==> config.mk <==
export PLATFORM = sky130hd
export DESIGN_NAME = fir_interp2_mac
export DESIGN_NICKNAME = d
export VERILOG_FILES = /design/src/rtl/fir_interp2_mac.sv
export SDC_FILE = /design/constraint.sdc
export NUM_CORES = 1
export LEC_CHECK = 0
export BUFFER_PORTS_ARGS = -buffer_cell sky130_fd_sc_hd__buf_2
export CORE_ASPECT_RATIO = 1.1
export CORE_MARGIN = 2
export CORE_UTILIZATION = 30
export DETAILED_ROUTE_END_ITERATION = 10
export PLACE_DENSITY_LB_ADDON = 0.05
export SLEW_MARGIN = 20
export SYNTH_ARGS = -nofsm -noshare
export SYNTH_HDL_FRONTEND = slang
export SYNTH_SLANG_ARGS = --single-unit
==> constraint.sdc <==
create_clock -name clk -period 5.4 [get_ports clk]
set_input_delay 0.54 -clock clk [delete_from_list [all_inputs] [get_ports clk]]
set_output_delay 0.54 -clock clk [all_outputs]
set_load 0.05 [all_outputs]
==> src/rtl/fir_interp2_mac.sv <==
// fir_interp2_mac: sequential 2x polyphase interpolating FIR.
// Each accepted 8-bit signed sample produces two 16-bit signed outputs.
// The even phase comes first, then the odd phase. One shared multiplier
// and an 18-bit accumulator are stepped through one tap per clock.
//
// Ports:
//   clk       rising-edge clock
//   reset     asynchronous, active-high
//   in_valid  input sample valid
//   in_data   signed 8-bit input sample
//   in_ready  block can accept a sample (IDLE only)
//   out_valid out_data/out_phase valid
//   out_data  signed 16-bit interpolated sample
//   out_ready downstream accepts out_data
//   out_phase 0 = even sample, 1 = odd sample
//   busy      FSM not in IDLE
module fir_interp2_mac #(
  parameter logic signed [7:0] COEFF0 = -8'sd9,
  parameter logic signed [7:0] COEFF1 = -8'sd3,
  parameter logic signed [7:0] COEFF2 = 8'sd12,
  parameter logic signed [7:0] COEFF3 = 8'sd26,
  parameter logic signed [7:0] COEFF4 = 8'sd26,
  parameter logic signed [7:0] COEFF5 = 8'sd12,
  parameter logic signed [7:0] COEFF6 = -8'sd3,
  parameter logic signed [7:0] COEFF7 = -8'sd9
) (
  input  logic        clk,
  input  logic        reset,
  input  logic        in_valid,
  input  logic [7:0]  in_data,
  output logic        in_ready,
  output logic        out_valid,
  output logic [15:0] out_data,
  input  logic        out_ready,
  output logic        out_phase,
  output logic        busy
);

  typedef enum logic [2:0] {
    IDLE,
    MAC_E,
    OUT_E,
    MAC_O,
    OUT_O
  } state_t;

  state_t state, state_next;

  logic signed [7:0]  x [4];
  logic signed [17:0] acc;
  logic [1:0]         tap;
  logic signed [7:0]  coeff_sel;
  logic signed [7:0]  x_sel;
  logic signed [15:0] prod;
  logic signed [17:0] sum;
  logic               accept;
  logic               odd_phase;

  assign accept    = in_valid && (state == IDLE);
  assign odd_phase = (state == MAC_O);

  // Polyphase split: even phase uses the even-numbered taps and odd phase
  // uses the odd-numbered taps. The tap index selects both the coefficient
  // and the delay-line element.
  always_comb begin
    coeff_sel = '0;
    unique case ({odd_phase, tap})
      3'b000: coeff_sel = COEFF0;
      3'b001: coeff_sel = COEFF2;
      3'b010: coeff_sel = COEFF4;
      3'b011: coeff_sel = COEFF6;
      3'b100: coeff_sel = COEFF1;
      3'b101: coeff_sel = COEFF3;
      3'b110: coeff_sel = COEFF5;
      3'b111: coeff_sel = COEFF7;
    endcase
    x_sel = x[tap];
    prod  = 16'(coeff_sel) * 16'(x_sel);
    sum   = acc + 18'(prod);
  end

  always_ff @(posedge clk or posedge reset) begin
    if (reset) state <= IDLE;
    else       state <= state_next;
  end

  always_comb begin
    state_next = state;
    in_ready   = 1'b0;
    out_valid  = 1'b0;
    busy       = 1'b1;
    unique case (state)
      IDLE: begin
        in_ready = 1'b1;
        busy     = 1'b0;
        if (in_valid) state_next = MAC_E;
      end
      MAC_E: if (tap == 2'd3) state_next = OUT_E;
      OUT_E: begin
        out_valid = 1'b1;
        if (out_ready) state_next = MAC_O;
      end
      MAC_O: if (tap == 2'd3) state_next = OUT_O;
      OUT_O: begin
        out_valid = 1'b1;
        if (out_ready) state_next = IDLE;
      end
      default: state_next = IDLE;
    endcase
  end

  always_ff @(posedge clk or posedge reset) begin
    if (reset) begin
      for (int unsigned i = 0; i < 4; i++) x[i] <= '0;
      acc       <= '0;
      tap       <= '0;
      out_data  <= '0;
      out_phase <= 1'b0;
    end else begin
      unique case (state)
        IDLE: begin
          if (accept) begin
            x[0] <= $signed(in_data);
            for (int unsigned i = 1; i < 4; i++) x[i] <= x[i-1];
            acc <= '0;
            tap <= '0;
          end
        end
        MAC_E, MAC_O: begin
          acc <= sum;
          tap <= tap + 2'd1;
          if (tap == 2'd3) begin
            // The coefficient set bounds |sum| well inside 16 bits.
            // Bits 17:15 must therefore all equal the sign.
            assert (sum[17:15] == 3'b000 || sum[17:15] == 3'b111);
            out_data  <= sum[15:0];
            out_phase <= odd_phase;
          end
        end
        OUT_E: begin
          if (out_ready) begin
            acc <= '0;
            tap <= '0;
          end
        end
        default: ;
      endcase
    end
  end

endmodule
==> results of run 1 <==
## synth_stat cells, drive strengths merged
cell type	n	area share, %
inv	91	5.9
dfrtp	70	30
fa	66	23
nand2	55	3.5
ha	43	9.2
mux2	38	9.3
o21ai	34	2.9
and2	15	1.7
xnor2	13	2.0
nand2b	10	1.1
buf	9	1.9
nor2	9	0.58
a21oi	8	0.69
mux4	8	3.1
clkbuf	7	0.45
nor2b	6	0.65
xor2	6	0.90
a21o	3	0.39
mux2i	3	0.52
o21a	3	0.39
and2b	2	0.26
o21bai	2	0.26
o31ai	2	0.34
a2111oi	1	0.26
a211oi	1	0.13
a2bb2oi	1	0.15
a41oi	1	0.15
nor3	1	0.086
nor4	1	0.11
o211ai	1	0.13
or3	1	0.19
## registers in the layout (all words and copies together) (netlist names)
| signal | cells |
|---|---|
| state | 3 |
| out_phase | 1 |
| out_data | 16 |
| tap | 2 |
| acc | 16 |
| x | 32 |
## timing repair
item,in CTS,in global routing
pin swaps,1,43
setup buffers,1,7
setup endpoints to repair,8,14
gates resized for setup,12,65
## cells by family after synthesis
kind of cell	share of synthesized area (%)
fa+ha+maj	32.0
buf+inv	8.23
simple gates	8.15
flops	30.1
compound gates	5.81
mux	12.9
xor+xnor	2.86
## layout make-up
| cell class | instances | share of cell area, % |
|---|---|---|
| Clock inverter | 7 | 1.42 |
| Clock buffer | 9 | 3.05 |
| Sequential cell | 70 | 23.7 |
| Multi-Input combinational cell | 334 | 53.2 |
| Inverter | 91 | 4.69 |
| Timing Repair Buffer | 99 | 9.76 |
| Tap cell | 247 | 4.18 |
## per-layer routing
| layer | share of wire [%] | track usage [%] |
|---|---|---|
| met3 | 2.2 | 2.20 |
| met2 | 49 | 23.0 |
| met4 | 1.1 | 3.40 |
| met5 | 0 | 0 |
| met1 | 48 | 20.4 |
## worst max path at each step
stage                  start  depth (start not counted)      endpoint  slack, ps
finish                tap[0]                         19  out_data[13]        220
global route          tap[0]                         16  out_data[14]        -60
CTS                   tap[1]                         20       acc[14]         -3
detailed placement  state[0]                         22  out_data[14]       -200
global placement      tap[1]                         20       acc[14]       -180
floorplan             tap[0]                         20  out_data[14]          8
## metrics by stage
step           area, um2  hold WS [ps]
4_1_cts             7020           411
6_report            7390           425
5_1_grt             7390           418
3_3_place_gp        6630           465
3_5_place_dp        6630           469
2_1_floorplan       5830           449
==> qor.txt, run 1 <==
commonest non-fill, non-tap cell in the layout -> inv_1
first-pass detailed-route iteration total -> 4
R2R setup slack -> 220 ps
startpoint types -> register
Max Cap Viol -> 0
FF-to-FF End -> out_data[13]
overall die width -> 137 um
Area Growth Syn to Fin -> 27.1%
num rows -> 53
CTS Buf Count -> 9
Post-Syn Nets -> 632
Filler Cells Inserted -> 1928
Hold EP -> x[31]
skew final -> 6.14 ps
# IOs -> 32
flop and latch count out of synthesis -> 70
clk sink count -> 70
Max stage delay cell, worst path -> fa_2
IO buf count -> 31
vias in the first global route -> 4123
CTS clk-pin slew, worst paths -> 60 ps
Post-Syn Instances -> 511
Reg-to-Reg Start -> tap[0]
CP Max Fanout -> 5
relative slew slack -> 38.8%
Final #Nets -> 726
shortest period the worst path allows -> 5180 ps
CTS root buffer -> clkbuf_16
placed instance count -> 833
yosys warns -> 0
pre-CTS setup slack -> -200 ps
hold path startpoint -> in_data[7]
Sum Neg Setup Slack -> 0 ps
Yosys cell types -> 38
achievable clock frequency -> 0.193 GHz
period utilisation layout -> 95.9%
clock buffer depth -> 2
sequential share of the synthesized area -> 30.1%
actual slew at the worst max-slew pin -> 918 ps
Initial Util -> 30.5%
critical path capture point type -> register
global-route wire length before repair -> 22.3 mm
DRC -> 0
Worst Path Buf+Inv -> 8
hold crit path type -> primary input to register
ANT nets after route -> 0
Hold Vio Cnt, Final -> 0
crit-path leading delay family -> adder cells
worst hold path depth -> 2
GRT Util Overall -> 14.3%
crit-path max cell delay -> 600 ps
GP Congestion -> 0.804
total wire length -> 13.5 mm
Initial DRC Count -> 153
syn_area_per_cell -> 11.4 um2
Max Slew Vio Count -> 0
die area -> 0.0205 mm2
# diodes -> 0
fin cells -> 857
hold buffers post-CTS -> 0
Vias per Instance -> 4.37
hpwl dp -> 10.7 mm
final global-route overflow total -> 0
worst path required time -> 5610 ps
Worst R2R Path Depth -> 19
chip height -> 150 um
CORE AREA -> 0.0191 mm2
H-tree Lvls -> 3
largest net degree at the start of global routing -> 71
multi-input combinational cell area -> 0.00393 mm2
commonest non-fill, non-tap cells in the layout -> inv_1 (83), dfrtp_1 (69), fa_1 (61)
antenna violations before repair -> 0
RSZ-0062 raised after global routing -> yes
post-layout util -> 38.7%
Crit Path Category -> register to register
Setup Viol. Count Final -> 0
CP Cell Sequence -> inv_2 > buf_4 > ha_2 > buf_4 > nand2b_2 > fa_2 > inv_2 > fa_1 > fa_1 > inv_1 > fa_1 > inv_1 > ha_1 > ha_1 > buf_4 > a41oi_4 > buf_6 > xor2_2 > o21ai_0
DR vias -> 3743
layout cells sized above 1 -> 35.9%
CTS tree -> yes
CP arrival -> 5390 ps
Reg area -> 0.00175 mm2
Mapped Area -> 0.00582 mm2
status -> completed
final worst setup slack -> 219 ps
Worst-Skew Late Latency -> 340 ps
DR WL/cell -> 15.8 um
Power of run 1 is left out: the tool's default activity adds up to more than one toggle a clock period on the data nets, which glitch-free logic cannot reach.
==> run 2, diff against run 1 <==
--- a/config.mk
+++ b/config.mk
@@ -7,8 +7,7 @@
 export LEC_CHECK = 0
 export BUFFER_PORTS_ARGS = -buffer_cell sky130_fd_sc_hd__buf_2
 export CORE_ASPECT_RATIO = 1.1
-export CORE_MARGIN = 2
-export CORE_UTILIZATION = 30
+export CORE_UTILIZATION = 50
 export DETAILED_ROUTE_END_ITERATION = 10
 export PLACE_DENSITY_LB_ADDON = 0.05
 export SLEW_MARGIN = 20
==> qor.txt, run 2 (synthesized netlist as in run 1, its figures left out) <==
Max Cap Viol -> 0 (unchanged)
chip height -> 115 um (-23%)
Hold Vio Cnt, Final -> 0 (unchanged)
first-pass detailed-route iteration total -> 4 (unchanged)
# diodes -> 0 (unchanged)
relative slew slack -> 40.2% (+1.4 points)
biggest regs -> x: 32 flops, acc: 16 flops, out_data: 16 flops
RSZ-0062 raised after global routing -> yes
clock buffer depth -> 2 (unchanged)
Initial DRC Count -> 157 (+2.6%)
CTS Buf Count -> 9 (unchanged)
GP Congestion -> 0.821 (+2.1%)
startpoint types -> register
period utilisation layout -> 96.8% (+0.89 points)
status -> completed
clk sink count -> 70 (unchanged)
Vias per Instance -> 5.00 (+14%)
CP arrival -> 5440 ps (+50 ps)
CTS root buffer -> clkbuf_16
Area Growth Syn to Fin -> 24.4%
global-route wire length before repair -> 21.2 mm (-5.0%)
layout cells sized above 1 -> 37.5% (+1.6 points)
vias in the first global route -> 4137 (+0.34%)
Final #Nets -> 737 (+1.5%)
hold_ws -> 431 ps (+5.23 ps)
cell area after layout -> 0.00724 mm2 (-2.1%)
skew final -> 8.35 ps (+2.20 ps)
commonest non-fill, non-tap cells in the layout -> inv_1 (82), buf_4 (73), dfrtp_1 (68)
Setup Viol. Count Final -> 0 (unchanged)
total wire length -> 12.5 mm (-7.4%)
antenna violations before repair -> 0 (unchanged)
commonest non-fill, non-tap cell in the layout -> inv_1
Crit Path Category -> register to register
ANT nets after route -> 0 (unchanged)
actual slew at the worst max-slew pin -> 897 ps (-20.8 ps)
critical path capture point type -> register
IO buf count -> 31 (unchanged)
# IOs -> 32 (unchanged)
overall die width -> 105 um (-23%)
hpwl dp -> 9.82 mm (-8.6%)
Initial Util -> 52.4% (+22 points)
achievable clock frequency -> 0.191 GHz (-0.92%)
dpl cell area -> 0.00651 mm2 (-1.8%)
global routing usage on met3 -> 3.40% (+1.2 points)
worst path required time -> 5610 ps (about the same)
Biggest register -> x
CTS clk-pin slew, worst paths -> 60 ps (about the same)
grt peak-use layer -> met2
post-layout util -> 65.2% (+26 points)
DR vias -> 3837 (+2.5%)
Worst R2R Path Depth -> 16 (-3)
hold crit path type -> primary input to register
Max Slew Vio Count -> 0 (unchanged)
final global-route overflow total -> 0 (unchanged)
worst hold path depth -> 2 (unchanged)
H-tree Lvls -> 3 (unchanged)
CP Max Fanout -> 6 (+1)
num rows -> 40 (-25%)
shortest period the worst path allows -> 5230 ps (+48.1 ps)
largest net degree at the start of global routing -> 71 (unchanged)
Worst-Skew Late Latency -> 340 ps (about the same)
Largest register FFs -> 32 (unchanged)
met1 Use GR -> 33.4% (+13 points)
DR WL/cell -> 16.3 um (+3.3%)
DRC -> 0 (unchanged)
hold buffers post-CTS -> 0 (unchanged)
CORE AREA -> 0.0111 mm2 (-42%)
met2 Use GR -> 37.2% (+14 points)
CTS tree -> yes
GRT Util Overall -> 23.2% (+8.8 points)
die area -> 0.0121 mm2 (-41%)
==> run 2: cell types whose count changed in the layout (fill, tap and decap cells not counted), moves of 3 or more <==
| cell | delta |
|---|---|
| ha_4 | -5 |
| ha_1 | +3 |
| and2_1 | -3 |
| and2_4 | +3 |
| buf_4 | +13 |
==> run 2: metal layers <==
layer  vias up  part of all wire [%]
met5         -                     0
met4         0                   1.4
met3        14                   2.0
met2        58                    48
met1      1942                    49
li1       1823                     -
==> run 2: worst max-delay path: stages, from the launching register on <==
cell and delay, ps:
dfrtp_2 450, buf_8 150, mux4_2 620, and2_4 190
fa_2 370, fa_1 510, fa_1 560, fa_1 440
fa_1 450, ha_2 200, buf_6 120, nor2_4 120
o21ai_4 80, a2111oi_4 380, nor2_1 110, xnor2_1 240
o21ai_1 110
==> run 2: final cells by class <==
type | instances | area (um2)
Fill cell | 901 | 3870
Timing Repair Buffer | 110 | 792
Clock inverter | 7 | 73.8
Inverter | 91 | 344
Sequential cell | 70 | 1750
Clock buffer | 9 | 225
Tap cell | 147 | 184
Multi-Input combinational cell | 334 | 3870
==> run 2: final timing paths <==
kind | start | end | slack [ps]
max in group asynchronous | reset | tap[1] | 4280
setup / recovery | tap[0] | acc[12] | 170
setup reg to reg | tap[0] | acc[12] | 170
hold / removal | in_data[7] | x[31] | 430
min in group asynchronous | reset | x[31] | 460
hold reg to reg | acc[8] | acc[8] | 480
==> run 2: timing repair <==
action | in CTS | in global routing
endpoints found under the setup margin | 10 | 13
pin swaps | 3 | 41
gates resized for setup | 15 | 62
setup buffers | 3 | 14
==> run 2: per-stage QoR <==
step,instances,TNS [ps],setup slack [ps]
2_1_floorplan,511,0,8.35
3_3_place_gp,735,-969,-159
3_5_place_dp,735,-940,-158
4_1_cts,754,0,14.6
5_1_grt,768,-352,-64.7
6_report,768,0,171
Power of run 2 is left out for the same reason.
==> run 3, diff against run 2 <==
--- a/config.mk
+++ b/config.mk
@@ -6,10 +6,12 @@
 export NUM_CORES = 1
 export LEC_CHECK = 0
 export BUFFER_PORTS_ARGS = -buffer_cell sky130_fd_sc_hd__buf_2
-export CORE_ASPECT_RATIO = 1.1
+export CORE_ASPECT_RATIO = 1.5
+export CORE_MARGIN = 2
 export CORE_UTILIZATION = 50
 export DETAILED_ROUTE_END_ITERATION = 10
 export PLACE_DENSITY_LB_ADDON = 0.05
+export SETUP_SLACK_MARGIN = 0.02
 export SLEW_MARGIN = 20
 export SYNTH_ARGS = -nofsm -noshare
 export SYNTH_HDL_FRONTEND = slang
==> qor.txt, run 3 (synthesized netlist as in run 1, its figures left out) <==
shortest period the worst path allows -> 5220 ps (-4.37 ps)
hold buffers post-CTS -> 0 (unchanged)
GRT Util Overall -> 20.5% (-2.7 points)
chip height -> 136 um (+18%)
final global-route overflow total -> 0 (unchanged)
hold_ws -> 429 ps (-1.34 ps)
Filler Cells Inserted -> 940 (+4.3%)
Max Cap Viol -> 0 (unchanged)
CTS Buf Count -> 9 (unchanged)
Worst-Skew Late Latency -> 340 ps (about the same)
DRC -> 0 (unchanged)
final worst setup slack -> 175 ps (+4.37 ps)
GP Congestion -> 0.879 (+7.0%)
CP Max Fanout -> 6 (unchanged)
actual slew at the worst max-slew pin -> 875 ps (-22.8 ps)
Initial Util -> 51.0% (-1.4 points)
CTS root buffer -> clkbuf_16
largest net degree at the start of global routing -> 71 (unchanged)
period utilisation layout -> 96.8% (about the same)
layout cells sized above 1 -> 33.3% (-4.2 points)
global-route wire length before repair -> 19.6 mm (-7.7%)
Area Growth Syn to Fin -> 21.9%
Largest register FFs -> 32 (unchanged)
IO buf count -> 31 (unchanged)
CORE AREA -> 0.0114 mm2 (+2.7%)
num rows -> 48 (+20%)
Biggest register -> x
pre-CTS setup slack -> -153 ps (+5.25 ps)
Vias per Instance -> 4.95 (-0.99%)
clk sink count -> 70 (unchanged)
hpwl dp -> 9.38 mm (-4.5%)
Sum Neg Setup Slack -> 0 ps (unchanged)
skew final -> 6.75 ps (-1.59 ps)
met2 wire len -> 6.81 mm (+14%)
Max Slew Vio Count -> 0 (unchanged)
Hold Vio Cnt, Final -> 0 (unchanged)
Final #Nets -> 714 (-3.1%)
cell area after layout -> 0.00710 mm2 (-2.0%)
startpoint types -> register
commonest non-fill, non-tap cells in the layout -> inv_1 (84), dfrtp_1 (68), fa_1 (61)
worst path required time -> 5600 ps (about the same)
antenna violations before repair -> 0 (unchanged)
total wire length -> 12.0 mm (-3.8%)
ANT nets after route -> 0 (unchanged)
M1 wire length -> 4.75 mm (-22%)
# IOs -> 32 (unchanged)
# diodes -> 0 (unchanged)
DR vias -> 3695 (-3.7%)
first-pass detailed-route iteration total -> 4 (unchanged)
vias in the first global route -> 3959 (-4.3%)
CTS clk-pin slew, worst paths -> 60 ps (about the same)
clock buffer depth -> 2 (unchanged)
DR WL/cell -> 16.1 um (-1.1%)
critical path capture point type -> register
die area -> 0.0125 mm2 (+3.8%)
relative slew slack -> 41.7% (+1.5 points)
CP arrival -> 5430 ps (about the same)
wire length on met3 -> 194 um (-21%)
dpl cell area -> 0.00633 mm2 (-2.7%)
Crit Path Category -> register to register
Initial DRC Count -> 80 (-49%)
biggest regs -> x: 32 flops, acc: 16 flops, out_data: 16 flops
CTS tree -> yes
status -> completed
achievable clock frequency -> 0.191 GHz (about the same)
overall die width -> 92.1 um (-12%)
DR top layer -> met4
H-tree Lvls -> 3 (unchanged)
hold crit path type -> primary input to register
commonest non-fill, non-tap cell in the layout -> inv_1
RSZ-0062 raised after global routing -> yes
Setup Viol. Count Final -> 0 (unchanged)
[run 3: cell count changes in the layout (fill, tap and decap cells not counted), sizes merged]
cell      before  now
buf          110   86
clkbuf         9   11
clkinv         4    2
bufinv         1    2
clkinvlp       1    0
[run 3: layout make-up]
class                   count  area (um2)  share of cell area (%)
repair buffers             87         618                    8.71
clock buffers              10         239                    3.37
well taps                 150         188                    2.65
flip-flops and latches     70        1750                    24.7
inverters                  91         344                    4.85
clock inverters             5        82.6                    1.16
multi-input cells         334        3870                    54.5
[run 3: path summary, 6_finish.rpt]
path                               from            to  slack [ps]  cells past startpoint
setup reg to reg                 tap[0]       acc[14]         180                     17
hold / removal               in_data[7]         x[31]         430                      2
hold reg to reg            out_data[11]  out_data[11]         470                      2
setup / recovery                 tap[0]       acc[14]         180                     17
min in group asynchronous         reset     out_phase         450                      3
max in group asynchronous         reset        tap[0]        4330                      3
[run 3: metal layers]
metal | track usage [%] | up-vias
met4 | 8.21 | 0
met5 | 0 | -
met1 | 23.2 | 1858
met3 | 2.99 | 23
met2 | 38.3 | 40
li1 | - | 1774
[run 3: worst max-delay path: stages, from the launching register on]
cell and delay [ps]:
dfrtp_2 470, clkbuf_16 180, mux4_2 560, nand2b_2 180, buf_4 140, fa_1 400, inv_1 90, fa_1 430
fa_1 530, fa_1 500, ha_1 320, ha_2 220, nor2_1 150, o21ai_2 100, a2111oi_4 390, o31ai_2 110
xnor2_1 210, o21ai_0 100
[run 3: through the flow]
stage	util, %	std cells
floorplan	-	511
global placement	55.5	716
detailed placement	55.5	716
CTS	58.9	733
global route	62.2	747
finish	62.2	747
[run 3: what timing repair did]
| item | in CTS | in global routing |
|---|---|---|
| buffers inserted | 2 | 13 |
| gates resized for setup | 10 | 49 |
| endpoints found under the setup margin | 10 | 14 |
| cloned | 0 | 1 |
| pin swaps | 2 | 21 |
Power of run 3 is left out for the same reason.
